**src/rtl/fir_pkg.sv**
```systemverilog
// Shared definitions for the FIR sequencer: state encoding and default datapath geometry.
package fir_pkg;

  localparam int unsigned FIR_L   = 15;
  localparam int unsigned FIR_W1  = 9;
  localparam int unsigned FIR_W4  = 11;
  localparam int unsigned FIR_LAT = 2;

  typedef enum logic [1:0] {
    StIdle  = 2'd0,
    StLoad  = 2'd1,
    StFlush = 2'd2,
    StRun   = 2'd3
  } fir_state_e;

endpackage

```
**src/rtl/fir_tag_pipe.sv**
```systemverilog
// Valid-tag delay line matching the datapath latency; clr_i empties every stage on the next edge.
module fir_tag_pipe #(
  parameter int unsigned Depth = 2
) (
  input  logic clk_i,
  input  logic rst_ni,
  input  logic clr_i,
  input  logic tag_i,
  output logic tag_o
);

  logic [Depth-1:0] pipe_d, pipe_q;

  always_comb begin
    pipe_d = '0;
    if (!clr_i) begin
      pipe_d[0] = tag_i;
      for (int unsigned i = 1; i < Depth; i++) begin
        pipe_d[i] = pipe_q[i-1];
      end
    end
  end

  always_ff @(posedge clk_i or negedge rst_ni) begin
    if (!rst_ni) begin
      pipe_q <= '0;
    end else begin
      pipe_q <= pipe_d;
    end
  end

  assign tag_o = pipe_q[Depth-1];

endmodule

```
**src/rtl/fir_seq_ctrl.sv**
```systemverilog
// Coefficient-load / sample-run sequencer for the transposed FIR datapath.
// Define FIR_SEQ_FLUSH_EN to flush L zeros after each load instead of gating warm-up outputs.
module fir_seq_ctrl
  import fir_pkg::*;
#(
  parameter int unsigned W1  = FIR_W1,
  parameter int unsigned W4  = FIR_W4,
  parameter int unsigned L   = FIR_L,
  parameter int unsigned LAT = FIR_LAT
) (
  input  logic          clk_i,
  input  logic          rst_ni,
  input  logic          cfg_start_i,
  input  logic          c_valid_i,
  input  logic [W1-1:0] c_data_i,
  output logic          c_ready_o,
  input  logic          s_valid_i,
  input  logic [W1-1:0] s_data_i,
  output logic          s_ready_o,
  output logic          fir_load_x_o,
  output logic [W1-1:0] fir_x_in_o,
  output logic [W1-1:0] fir_c_in_o,
  input  logic [W4-1:0] fir_y_i,
  output logic          m_valid_o,
  output logic [W4-1:0] m_data_o,
  output logic          busy_o,
  output logic          underrun_o
);

  localparam int unsigned CntW = (L > 1) ? $clog2(L) : 1;
  localparam logic [CntW-1:0] LastCnt = CntW'(L - 1);

`ifdef FIR_SEQ_FLUSH_EN
  localparam fir_state_e AfterLoad = StFlush;
`else
  localparam fir_state_e AfterLoad = StRun;
`endif

  fir_state_e state_d, state_q;
  logic [CntW-1:0] cnt_d, cnt_q;
  logic underrun_d, underrun_q;
  logic cnt_last;
  logic cfg_go;
  logic warm_done;
  logic tag_in;

  assign cnt_last = (cnt_q == LastCnt);
  // cfg_start is ignored while a load is already in progress.
  assign cfg_go   = cfg_start_i && (state_q != StLoad);

  // State register
  always_ff @(posedge clk_i or negedge rst_ni) begin
    if (!rst_ni) begin
      state_q <= StIdle;
    end else begin
      state_q <= state_d;
    end
  end

  // Next-state logic
  always_comb begin
    state_d = state_q;
    unique case (state_q)
      StIdle:  if (cfg_start_i) state_d = StLoad;
      StLoad:  if (c_valid_i && cnt_last) state_d = AfterLoad;
      StFlush: begin
        if (cfg_start_i) begin
          state_d = StLoad;
        end else if (cnt_last) begin
          state_d = StRun;
        end
      end
      StRun:   if (cfg_start_i) state_d = StLoad;
      default: state_d = StIdle;
    endcase
  end

  // Output logic; ready signals depend on state only.
  always_comb begin
    fir_load_x_o = 1'b1;
    fir_x_in_o   = '0;
    fir_c_in_o   = '0;
    c_ready_o    = 1'b0;
    s_ready_o    = 1'b0;
    unique case (state_q)
      StLoad: begin
        c_ready_o    = 1'b1;
        fir_c_in_o   = c_data_i;
        fir_load_x_o = !c_valid_i;
      end
      StRun: begin
        s_ready_o  = 1'b1;
        fir_x_in_o = s_valid_i ? s_data_i : '0;
      end
      default: ;
    endcase
  end

  assign busy_o = (state_q != StRun);

  // Shared beat / flush counter.
  always_comb begin
    cnt_d = cnt_q;
    if (cfg_go) begin
      cnt_d = '0;
    end else if ((state_q == StLoad && c_valid_i) || state_q == StFlush) begin
      cnt_d = cnt_last ? '0 : cnt_q + CntW'(1);
    end
  end

  always_ff @(posedge clk_i or negedge rst_ni) begin
    if (!rst_ni) begin
      cnt_q <= '0;
    end else begin
      cnt_q <= cnt_d;
    end
  end

`ifdef FIR_SEQ_FLUSH_EN
  assign warm_done = 1'b1;
`else
  // Without a flush the first L-1 outputs mix in stale history, so their tags are dropped.
  logic [CntW-1:0] warm_d, warm_q;

  assign warm_done = (warm_q == LastCnt);

  always_comb begin
    warm_d = warm_q;
    if (state_q != StRun || cfg_start_i) begin
      warm_d = '0;
    end else if (!warm_done) begin
      warm_d = warm_q + CntW'(1);
    end
  end

  always_ff @(posedge clk_i or negedge rst_ni) begin
    if (!rst_ni) begin
      warm_q <= '0;
    end else begin
      warm_q <= warm_d;
    end
  end
`endif

  always_comb begin
    underrun_d = underrun_q;
    if (cfg_start_i) begin
      underrun_d = 1'b0;
    end else if (state_q == StRun && !s_valid_i && warm_done) begin
      underrun_d = 1'b1;
    end
  end

  always_ff @(posedge clk_i or negedge rst_ni) begin
    if (!rst_ni) begin
      underrun_q <= 1'b0;
    end else begin
      underrun_q <= underrun_d;
    end
  end

  assign underrun_o = underrun_q;

  assign tag_in = (state_q == StRun) && s_valid_i && warm_done;

  // Clearing on cfg_start also drops the tag of a sample accepted in that same cycle.
  fir_tag_pipe #(
    .Depth (LAT)
  ) u_tag_pipe (
    .clk_i  (clk_i),
    .rst_ni (rst_ni),
    .clr_i  (cfg_go),
    .tag_i  (tag_in),
    .tag_o  (m_valid_o)
  );

  assign m_data_o = fir_y_i;

endmodule

```
**config.mk**
```make
export PLATFORM = sky130hd
export DESIGN_NAME = fir_seq_ctrl
export DESIGN_NICKNAME = d
export VERILOG_FILES = /design/src/rtl/fir_pkg.sv /design/src/rtl/fir_tag_pipe.sv /design/src/rtl/fir_seq_ctrl.sv
export SDC_FILE = /design/constraint.sdc
export NUM_CORES = 1
export LEC_CHECK = 0
export CORE_UTILIZATION = 37
export CTS_CLUSTER_SIZE = 30
export DETAILED_ROUTE_END_ITERATION = 8
export GPL_TIMING_DRIVEN = 0
export PLACE_DENSITY = 0.92
export SYNTH_ARGS = -nofsm -noshare
export SYNTH_HDL_FRONTEND = slang
export SYNTH_HIERARCHICAL = 1
export SYNTH_SLANG_ARGS = --single-unit
```
**constraint.sdc**
```tcl
create_clock -name clk_i -period 3.4 [get_ports clk_i]
set_input_delay 0.68 -clock clk_i [delete_from_list [all_inputs] [get_ports clk_i]]
set_output_delay 0.68 -clock clk_i [all_outputs]
set_load 0.02 [all_outputs]
```
**Yosys cells after proc, flatten, opt, wreduce, memory -nomap -nowiden**

Cells that the tools add are included.

- Register bits: 13
- Word-level logic and storage cells: 53
- Input bits: 34

- Add/sub/neg operators: 2
- Equal/unequal tests: 11
- Reduce and logical (&&, ||, !) cells: 16
- Multiplexer cells: 19

Operators by type and width:

| cell | count |
|---|---|
| $mux W9 | 3 |
| $mux W4 | 5 |
| $mux W2 | 5 |
| $add A4 B1 Y4 const B | 2 |
| $eq A4 B4 Y1 const B | 2 |
| $logic_and A1 B1 Y1 | 7 |
| $ne A2 B1 Y1 const B | 3 |
| $pmux W2 S3 | 1 |
| $mux W1 | 5 |
| $eq A2 B2 Y1 const B | 2 |
| $ne A2 B2 Y1 const B | 2 |
| $reduce_bool A2 Y1 | 2 |
| $ne A3 B3 Y1 const B | 1 |
| $reduce_and A3 Y1 | 1 |
| $eq A2 B1 Y1 const B | 1 |
| $logic_not A1 Y1 | 2 |
| $logic_not A2 Y1 | 1 |
| $logic_or A1 B1 Y1 | 2 |
| $reduce_or A2 Y1 | 1 |

**Longest topological paths before layout**

Gate-level depths: netlist of the first run.

- Depth after elaboration: 5
- Depth in mapped cells: 5
- Depth with buffers taken out: 5

**By module**

Netlist of the first run, hierarchy kept.

By module, submodules not included:

| module | area each (µm²) | cells an instance | times used | sequential area each (µm²) |
|---|---|---|---|---|
| fir_seq_ctrl | 878.3 | 105 | 1 | 275.3 |
| fir_tag_pipe | 62.6 | 4 | 1 | 50.0 |

**Least setup slack after synthesis of the first run**

OpenSTA, ideal clock, no wires.

- Kind: flip-flop to output port
- Start: register state_q[1]
- End: output port fir_c_in_o[0]
- Data required time: 2.720 ns
- Path slack: 1.404 ns
- Stages on the path, launching flop included: 5
- Arrival: 1.316 ns
- Path through: dfrtp_1 -> inv_1 -> ha_1 -> clkbuf_1 -> and2_1

- Word-level cells in the longest chain between the ends: 2

Ends and longest elaborated chain:

| element | line | source |
|---|---|---|
| start, declared | fir_seq_ctrl.sv:39 | `fir_state_e state_d, state_q;` |
| start signal, assigned | fir_seq_ctrl.sv:54 | `state_q <= StIdle;` |
| start signal, assigned | fir_seq_ctrl.sv:56 | `state_q <= state_d;` |
| $eq A2 B1 Y1 | fir_seq_ctrl.sv:85 | `unique case (state_q)` |
| $mux W9 | fir_seq_ctrl.sv:85 |  |
| end, declared | fir_seq_ctrl.sv:22 | `output logic [W1-1:0] fir_c_in_o,` |

No other way between the ends.

**Final worst setup path of the first run**

- Start: input port s_valid_i
- End: output port fir_x_in_o[2]

- Word-level cells in the longest chain between the ends: 2

Ends and longest elaborated chain:

| element | line | source |
|---|---|---|
| start, declared | fir_seq_ctrl.sv:17 | `input logic s_valid_i,` |
| $mux W9 | fir_seq_ctrl.sv:93 | `fir_x_in_o = s_valid_i ? s_data_i : '0;` |
| $mux W9 | fir_seq_ctrl.sv:85 |  |
| end, declared | fir_seq_ctrl.sv:21 | `output logic [W1-1:0] fir_x_in_o,` |

No other way between the ends.

==> results by group, run 1 <==
Floorplanning
  • Die Wd: 52.4 um
  • Initial Util: 41.0%
  • Die ar.: 2750 um^2
  • Io pins: 69
  • Row cnt: 17
  • Chip height: approximately 52 um
  • Core Region: 2300 um^2

Critical path
  • R2r setup slk: 1890 ps
  • Reg2reg end: cnt_q[1]$_DFFE_PN0P_
  • Cell depth of the worst setup path: 4
  • Beginning of the critical path: s_valid_i
  • CP Buf/Inv Count: 3
  • Crit path DAT: ~2300 ps
  • Worst Setup Start Kind: input port
  • Worst Path Required: 2720 ps
  • R2R cell count: 5
  • CP max-delay cell: clkdlybuf4s50_1
  • CP most frequent cell: clkdlybuf4s50_1
  • Reg2reg start: cnt_q[0]$_DFFE_PN0P_
  • Critical path cell sequence: clkdlybuf4s50_1 > clkbuf_1 > and3_1 > clkdlybuf4s50_1
  • Crit path max-delay family: buffers and inverters
  • Crit Path Category: input port to primary output
  • CP Max Fanout: 10
  • Worst path max stage delay: slightly above 600 ps
  • Worst setup EP type: primary output
  • End point of the critical path: fir_x_in_o[2]

Yosys
  • Most common cell in the netlist: dfrtp_1
  • Post-Syn Instances: 109
  • #FFs+latches synth: 13
  • Main flop type after synthesis: dfrtp_1
  • Leading post-synthesis cells by cell area: dfrtp_1, ha_1, buf_4
  • Number of library cell types mapped by synthesis: 30
  • Mean post-synth cell area: about 8.6 um^2
  • Post-synth EDFFs: 0
  • Post-Synthesis Cell Area: 941 um^2
  • Area share of the largest cell type after synthesis: 34.6%
  • Ys Warns: 6
  • Synth top cells by count: dfrtp_1, buf_4, and3_1, and2_1, inv_1
  • Register area share after synthesis: 34.6%
  • FFs w/ async S/R, synth: 100%
  • Dominant cell type by area after synthesis: dfrtp_1
  • Syn_nets: 150

Timing
  • Worst setup margin: ~450 ps
  • Final Slew Violations: 0
  • Setup repair after global routing missed its margin: false
  • Setup_tns: 0 ps
  • Final hold violation count: 0
  • Crit share post-route: 86.6%
  • Final worst path period need: roughly 2900 ps
  • Final setup vio count: 0
  • Post-Route Skew: 3.21 ps
  • Worst rel slew slack: 61.2%
  • Fmax: 340 MHz
  • Worst Max-Slew Pin Slew: between 500 and 600 ps

Min path
  • Hold Path Depth: 1
  • Hold Startpoint: u_tag_pipe/pipe_q[0]$_DFF_PN0_
  • Min-Delay Path Class: flip-flop to flip-flop

Clocking
  • Number of CTS-inserted buffers: 3
  • Clock Tree Buf Depth: 2
  • H-tree levels: 1
  • CTS resizes: 0
  • Clk slew on worst S/H paths: approximately 80 ps
  • CTS sink cnt: 13
  • CTS tree: yes
  • # hold bufs at CTS: 0
  • Root Buffer: clkbuf_4
  • Clock latency on the worst-skew pair: about 280 ps
  • Post-CTS setup buffer count: 0

GRT
  • First-pass GRT wire length: 3.95 mm
  • Gr ovfl total: 0
  • Initial antenna violation count: 0
  • GRT Overall Usage: 19.5%
  • Vias in the first global route: 931
  • Maximum number of pins on one net before global-route repair: 14

Drt
  • Via/cell ratio: 5.07
  • Router iterations before antenna repair: 6
  • Post-detailed-route count of antenna-violating nets: 0
  • Final WL: 2.40 mm
  • Drt initial violations: 20
  • DRC Markers: 0
  • Routed vias: approximately 1k
  • Routed length per instance: 12.1 um

Cells and area
  • Layout cells sized above 1: 11.2%
  • Antenna diodes: 0
  • Final-stage net count: ~210
  • Area added between synthesis and finish: 67.2%

Run status
  • Status: complete, no violations

Flow run
  • Max cap viols: 0

Power
  • Power Density: 511 nW/um^2
  • Max VDD drop: 0.000311 V
  • Leak: 0.711 nW

Placement
  • IO Port Bufs: 57
  • DPL Wire Length: 2.01 mm
  • Pre-CTS setup slack: between 400 and 500 ps
  • GPL Wtd Cong: between 0.8 and 0.9
==> sequential cells by signal (all words and copies together), names as in the netlist <==
signal	cells
underrun_o	1
u_tag_pipe/pipe_q	2
state_q	2
cnt_q	4
warm_q	4
==> worst reg2reg max path: stages (launching register included) <==
cell and delay, ps:
dfrtp_1 420, inv_1 100, ha_1 260, and3_1 220
or3_1 320, a21oi_2 130
==> routing by layer <==
metal / share of wire [%] / GRT usage [%] / vias up
met3: 8.1 / 2.90 / 4
met2: 52 / 35.2 / 58
li1: - / - / 482
met1: 39 / 22.5 / 460
met5: 0 / 0 / -
met4: 1.5 / 7.89 / 0
==> stage by stage <==
stage	area, um^2	hold slack (ps)	util (%)	power [mW]	instances
after global placement	1550	443	67.3	0.694	194
after floorplan	941	384	-	0.492	109
final	1570	488	68.5	0.803	198
after global routing	1570	532	68.5	0.862	198
after CTS	1570	483	68.5	0.809	198
after detailed placement	1550	464	67.3	0.710	194
==> cell families after synthesis <==
family | Yosys count | share of synthesized area, %
flops | 13 | 34.6
buf+inv | 23 | 13.7
compound gates | 20 | 14.1
fa+ha+maj | 7 | 9.31
xor+xnor | 2 | 1.86
simple gates | 44 | 26.5
==> layout make-up <==
class                           instances  area, um^2
Buffer                                 15        98.8
Inverter                                8        30.0
Clock buffer                            4        26.3
Timing Repair Buffer                   57         571
Sequential cell                        13         325
Tap cell                               28        35.0
Multi-Input combinational cell         73         487
Fill cell                             189         724
==> cells in the final DEF, fill, tap and decap left out, types with 6 or more instances in the layout <==
cell type and count:
buf_4 11, dfrtp_1 13, and3_1 10, nand2_1 6, clkdlybuf4s50_1 57, ha_1 7, a21oi_1 7, and2_1 9
inv_1 8
==> how the worst min path moves through the flow <==
stage | to | slack [ps]
CTS | u_tag_pipe/pipe_q[1]$_DFF_PN0_ | 480
global route | u_tag_pipe/pipe_q[1]$_DFF_PN0_ | 530
floorplan | cnt_q[0]$_DFFE_PN0P_ | 380
global placement | u_tag_pipe/pipe_q[1]$_DFF_PN0_ | 440
detailed placement | u_tag_pipe/pipe_q[1]$_DFF_PN0_ | 460
finish | u_tag_pipe/pipe_q[1]$_DFF_PN0_ | 490
==> power breakdown <==
group | switching [mW] | internal, mW | leakage (nW)
Sequential | 0.0300 | 0.179 | 0.171
Clock | 0.0522 | 0.0455 | 0.0150
Combinational | 0.258 | 0.239 | 0.524
Total | 0.341 | 0.463 | 0.711
(Power assumes the default switching activity.)
==> run 2, diff against run 1 <==
--- a/config.mk
+++ b/config.mk
@@ -5,11 +5,11 @@
 export SDC_FILE = /design/constraint.sdc
 export NUM_CORES = 1
 export LEC_CHECK = 0
-export CORE_UTILIZATION = 37
+export CORE_UTILIZATION = 34
 export CTS_CLUSTER_SIZE = 30
 export DETAILED_ROUTE_END_ITERATION = 8
 export GPL_TIMING_DRIVEN = 0
-export PLACE_DENSITY = 0.92
+export PLACE_DENSITY = 0.86
 export SYNTH_ARGS = -nofsm -noshare
 export SYNTH_HDL_FRONTEND = slang
 export SYNTH_HIERARCHICAL = 1
==> constraint.sdc (replaced) <==
create_clock -name clk_i -period 3.3 [get_ports clk_i]
set_input_delay 0.66 -clock clk_i [delete_from_list [all_inputs] [get_ports clk_i]]
set_output_delay 0.66 -clock clk_i [all_outputs]
set_load 0.02 [all_outputs]
==> results by group, run 2 (synthesized netlist as in run 1, its figures left out) <==
Cells and area
  • Layout cells sized above 1: 11.2%
  • Most frequent cells in the layout: clkdlybuf4s50_1, dfrtp_1, buf_4
  • Most common library cell in the layout ignoring fill and taps: clkdlybuf4s50_1
  • Area added between synthesis and finish: 67.4%
  • Antenna diodes: 0
  • Fillcell total: approximately 220
  • Regs by FF count: cnt_q (4), warm_q (4)
  • Final-stage net count: 212
  • Layout Utilization: 61.9%

Drt
  • Via/cell ratio: 5.03
  • Final WL: 2.46 mm
  • Router iterations before antenna repair: 4
  • Routed vias: 1006
  • Routed length per instance: 12.3 um
  • DRC Markers: 0
  • Post-detailed-route count of antenna-violating nets: 0
  • Drt initial violations: 21

Timing
  • Final worst path period need: 2890 ps
  • Final hold violation count: 0
  • Final Slew Violations: 0
  • Post-Route Skew: 4.78 ps
  • Worst Max-Slew Pin Slew: 576 ps
  • Worst rel slew slack: 61.5%
  • Final setup vio count: 0
  • Setup repair after global routing missed its margin: false
  • Fmax: 346 MHz
  • Setup_tns: 0 ps
  • Crit share post-route: 87.6%

Critical path
  • Worst Path Required: 2640 ps
  • Crit path max-delay family: buffers and inverters
  • Crit Path Category: input port to primary output
  • Cell depth of the worst setup path: 4
  • Beginning of the critical path: s_valid_i
  • CP max-delay cell: clkdlybuf4s50_1
  • Worst Setup Start Kind: input port
  • CP Max Fanout: 10
  • Worst path max stage delay: 600 ps
  • CP most frequent cell: clkdlybuf4s50_1
  • CP Buf/Inv Count: 3
  • R2R cell count: 5
  • Reg2reg start: cnt_q[0]$_DFFE_PN0P_
  • Critical path cell sequence: clkdlybuf4s50_1 > clkbuf_1 > and3_1 > clkdlybuf4s50_1
  • Worst setup EP type: primary output
  • Crit path DAT: around 2200 ps

Power
  • Comb pwr share: 61.9%
  • Leak: between 0.7 and 0.8 nW
  • Max VDD drop: roughly 0.00031 V
  • Power Density: about 530 nW/um^2
  • Share of power burned in registers: 25.6%
  • Switching part of the total: between 40% and 50%
  • NetSw: about 0.36 mW
  • Internal Pwr Total: 0.477 mW
  • Clk pwr share: 12.5%
  • Power Total: between 0.8 and 0.9 mW

GRT
  • GRT Overall Usage: 20.2%
  • Vias in the first global route: approximately 970
  • Initial antenna violation count: 0
  • Gr ovfl total: 0
  • Maximum number of pins on one net before global-route repair: 14
  • First-pass GRT wire length: 4.17 mm

Flow run
  • Max cap viols: 0

Placement
  • DPL Wire Length: 2.01 mm
  • IO Port Bufs: 57
  • GPL Wtd Cong: 0.739

Floorplanning
  • Die ar.: 2980 um^2
  • Io pins: 69
  • Initial Util: a little under two fifths
  • Core Region: 2540 um^2
  • Chip height: 54.6 um
  • Die Wd: ~55 um
  • Row cnt: 18

Clocking
  • Post-CTS setup buffer count: 0
  • Number of CTS-inserted buffers: 3
  • Clk slew on worst S/H paths: 80 ps
  • CTS tree: yes
  • Clock latency on the worst-skew pair: 290 ps
  • Root Buffer: clkbuf_4
  • H-tree levels: 1
  • # hold bufs at CTS: 0
  • CTS resizes: 0
  • CTS sink cnt: 13
  • Clock Tree Buf Depth: 2

Run status
  • Status: complete, no violations

Min path
  • Hold Path Depth: 1
  • Min-Delay Path Class: flip-flop to flip-flop
  • Hold Startpoint: u_tag_pipe/pipe_q[0]$_DFF_PN0_
==> run 2: cell counts in the layout (fill, tap and decap cells not counted) <==
No cell type changed its count.
==> run 2: power groups by stage <==
| stage | combinational (mW) | clock (mW) | sequential (mW) |
|---|---|---|---|
| after floorplan | 0.297 | 0 | 0.209 |
| after global placement | 0.502 | 0 | 0.214 |
| after detailed placement | 0.516 | 0 | 0.217 |
| after CTS | 0.520 | 0.106 | 0.213 |
| after global routing | 0.566 | 0.113 | 0.218 |
| final | 0.516 | 0.104 | 0.213 |
==> run 2: final timing paths <==
| kind | endpoint | slack [ps] |
|---|---|---|
| max | fir_x_in_o[2] | 410 |
| min | u_tag_pipe/pipe_q[1]$_DFF_PN0_ | 460 |
| max reg2reg | cnt_q[1]$_DFFE_PN0P_ | 1790 |
| min reg2reg | u_tag_pipe/pipe_q[1]$_DFF_PN0_ | 460 |
| max in group asynchronous | warm_q[0]$_DFFE_PN0P_ | 2190 |
| min in group asynchronous | cnt_q[1]$_DFFE_PN0P_ | 730 |
==> run 2: worst register-to-register path, delay by kind of cell (launching register included) <==
| family | cells | cell delay (ps) |
|---|---|---|
| flip-flops | 1 | 420 |
| adder cells (fa/ha/maj) | 1 | 260 |
| AO/OA/AOI/OAI | 1 | 140 |
| AND/OR/NAND/NOR | 2 | 540 |
| buffers and inverters | 1 | 100 |
==> run 2: final cells by class <==
class	count	area [um^2]	area share, %
plain buffers	15	98.8	6.27
clock buffers	4	26.3	1.67
inverters	8	30.0	1.91
multi-input cells	73	487	30.9
flip-flops and latches	13	325	20.7
well taps	30	37.5	2.38
repair buffers	57	571	36.2
==> run 2: layer usage <==
metal	part of all wire, %	global-route usage [%]	vias up
met5	0	0	-
met4	2.2	11.5	0
met3	6.2	4.17	5
met2	53	35.7	52
met1	39	21.8	463
li1	-	-	486
==> run 2: stage by stage <==
stage | cells | hold WS [ps] | setup slack, ps | instance area [um^2]
global placement | 196 | 443 | 454 | 1550
detailed placement | 196 | 448 | 405 | 1550
finish | 200 | 458 | 408 | 1580
CTS | 200 | 463 | 407 | 1580
floorplan | 109 | 364 | 1320 | 941
global route | 200 | 484 | 309 | 1580
==> run 3, diff against run 2 <==
--- a/config.mk
+++ b/config.mk
@@ -5,11 +5,14 @@
 export SDC_FILE = /design/constraint.sdc
 export NUM_CORES = 1
 export LEC_CHECK = 0
-export CORE_UTILIZATION = 34
+export CELL_PAD_IN_SITES_DETAIL_PLACEMENT = 2
+export CELL_PAD_IN_SITES_GLOBAL_PLACEMENT = 2
+export CORE_UTILIZATION = 17
 export CTS_CLUSTER_SIZE = 30
 export DETAILED_ROUTE_END_ITERATION = 8
 export GPL_TIMING_DRIVEN = 0
-export PLACE_DENSITY = 0.86
+export PLACE_DENSITY = 0.84
+export SKIP_CTS_REPAIR_TIMING = 1
 export SYNTH_ARGS = -nofsm -noshare
 export SYNTH_HDL_FRONTEND = slang
 export SYNTH_HIERARCHICAL = 1
==> results by group, run 3 (synthesized netlist as in run 1, its figures left out) <==
Critical path
  • R2r setup slk: ~1800 ps
  • Crit path DAT: ~2300 ps
  • Worst setup EP type: primary output
  • End point of the critical path: fir_x_in_o[1]
  • Reg2reg end: cnt_q[1]$_DFFE_PN0P_
  • Beginning of the critical path: s_valid_i
  • Crit Path Category: input port to primary output
  • Reg2reg start: state_q[1]$_DFFE_PN0P_
  • Worst Setup Start Kind: input port
  • CP Max Fanout: 10
  • Worst Path Required: roughly 2600 ps
  • R2R cell count: 5

Timing
  • Worst rel slew slack: 58.5%
  • Final hold violation count: 0
  • Fmax: about 340 MHz
  • Worst setup margin: about 370 ps
  • Final worst path period need: 2930 ps
  • Setup_tns: 0 ps
  • Final Slew Violations: 0
  • Post-Route Skew: 0.476 ps
  • Setup repair after global routing missed its margin: false
  • Final setup vio count: 0
  • Worst Max-Slew Pin Slew: just over 600 ps
  • Crit share post-route: between 80 and 90%

Cells and area
  • Most common library cell in the layout ignoring fill and taps: clkdlybuf4s50_1
  • Area added between synthesis and finish: 74.7%
  • Antenna diodes: 0
  • Most frequent cells in the layout: clkdlybuf4s50_1, dfrtp_1, buf_4
  • Fillcell total: 600
  • Final-stage net count: between 200 and 250
  • FF/Latch Area: 325 um^2
  • Multi-input gate area: 487 um^2
  • Layout Utilization: 31.6%
  • Layout cells sized above 1: 11.2%
  • Regs by FF count: cnt_q (4), warm_q (4)

Clocking
  • CTS sink cnt: 13
  • Clk slew on worst S/H paths: 60 ps
  • Root Buffer: clkbuf_8
  • CTS tree: yes
  • Clock Tree Buf Depth: 2
  • Clock latency on the worst-skew pair: 240 ps
  • H-tree levels: 1
  • Number of CTS-inserted buffers: 3

GRT
  • GRT Overall Usage: 11.1%
  • Maximum number of pins on one net before global-route repair: 14
  • Vias in the first global route: between 1k and 1.5k
  • First-pass GRT wire length: ~5.3 mm
  • Initial antenna violation count: 0
  • Gr ovfl total: 0

Flow run
  • Max cap viols: 0

Run status
  • Status: complete, no violations

Drt
  • DRC Markers: 0
  • Via/cell ratio: between 4 and 5
  • Routed vias: between 900 and 1k
  • Final WL: 3.15 mm
  • Drt initial violations: 25
  • Router iterations before antenna repair: 2
  • Routed length per instance: 13.1 um
  • Post-detailed-route count of antenna-violating nets: 0

Floorplanning
  • Die ar.: 5840 um^2
  • Row cnt: 26
  • Initial Util: between 10% and 20%
  • Io pins: 69
  • Chip height: approximately 76 um
  • Core Region: 5200 um^2
  • Die Wd: 76.4 um

Power
  • Leak: 0.718 nW
  • Power Total: 0.885 mW
  • Max VDD drop: roughly 0.00024 V
  • Power Density: about 540 nW/um^2

Placement
  • Pre-CTS setup slack: 354 ps
  • IO Port Bufs: 57
  • GPL Wtd Cong: 0.723
  • DPL Wire Length: ~2.6 mm

Min path
  • Min-Delay Path Class: flip-flop to flip-flop
run 3: how the worst min path moves through the flow:
stage	startpoint	endpoint	slack [ps]	cells past startpoint
floorplan	rst_ni	cnt_q[0]$_DFFE_PN0P_	360	0
global route	u_tag_pipe/pipe_q[0]$_DFF_PN0_	u_tag_pipe/pipe_q[1]$_DFF_PN0_	530	1
detailed placement	u_tag_pipe/pipe_q[0]$_DFF_PN0_	u_tag_pipe/pipe_q[1]$_DFF_PN0_	470	1
global placement	u_tag_pipe/pipe_q[0]$_DFF_PN0_	u_tag_pipe/pipe_q[1]$_DFF_PN0_	440	1
finish	u_tag_pipe/pipe_q[0]$_DFF_PN0_	u_tag_pipe/pipe_q[1]$_DFF_PN0_	470	1
CTS	u_tag_pipe/pipe_q[0]$_DFF_PN0_	u_tag_pipe/pipe_q[1]$_DFF_PN0_	480	1
run 3: metal layers:
layer / global-route usage [%] / share of wire [%]
met3: 2.99 / 3.6
met2: 19.9 / 53
met4: 1.15 / 0.38
met5: 0 / 0
met1: 13.7 / 43
run 3: layout make-up:
type,instances,area share (%)
Buffer,15,6.01
Clock buffer,4,2.74
Inverter,8,1.83
Multi-Input combinational cell,73,29.6
Sequential cell,13,19.8
Tap cell,70,5.33
Timing Repair Buffer,57,34.7
run 3: power breakdown:
group / total (mW) / switching (mW) / internal, mW
combinational: 0.525 / 0.279 / 0.246
sequential: 0.217 / 0.0322 / 0.185
clock: 0.143 / 0.0575 / 0.0852
run 3: metrics by stage:
stage	cells	hold WS (ps)	instance area, um^2
6_report	240	474	1640
5_1_grt	240	526	1640
4_1_cts	240	482	1640
3_5_place_dp	236	469	1600
3_3_place_gp	236	444	1600
2_1_floorplan	109	364	941
run 3: worst max-delay path, stage by stage:
cell and delay [ps]:
clkdlybuf4s50_1 470, clkbuf_1 310, and3_1 220, clkdlybuf4s50_1 610
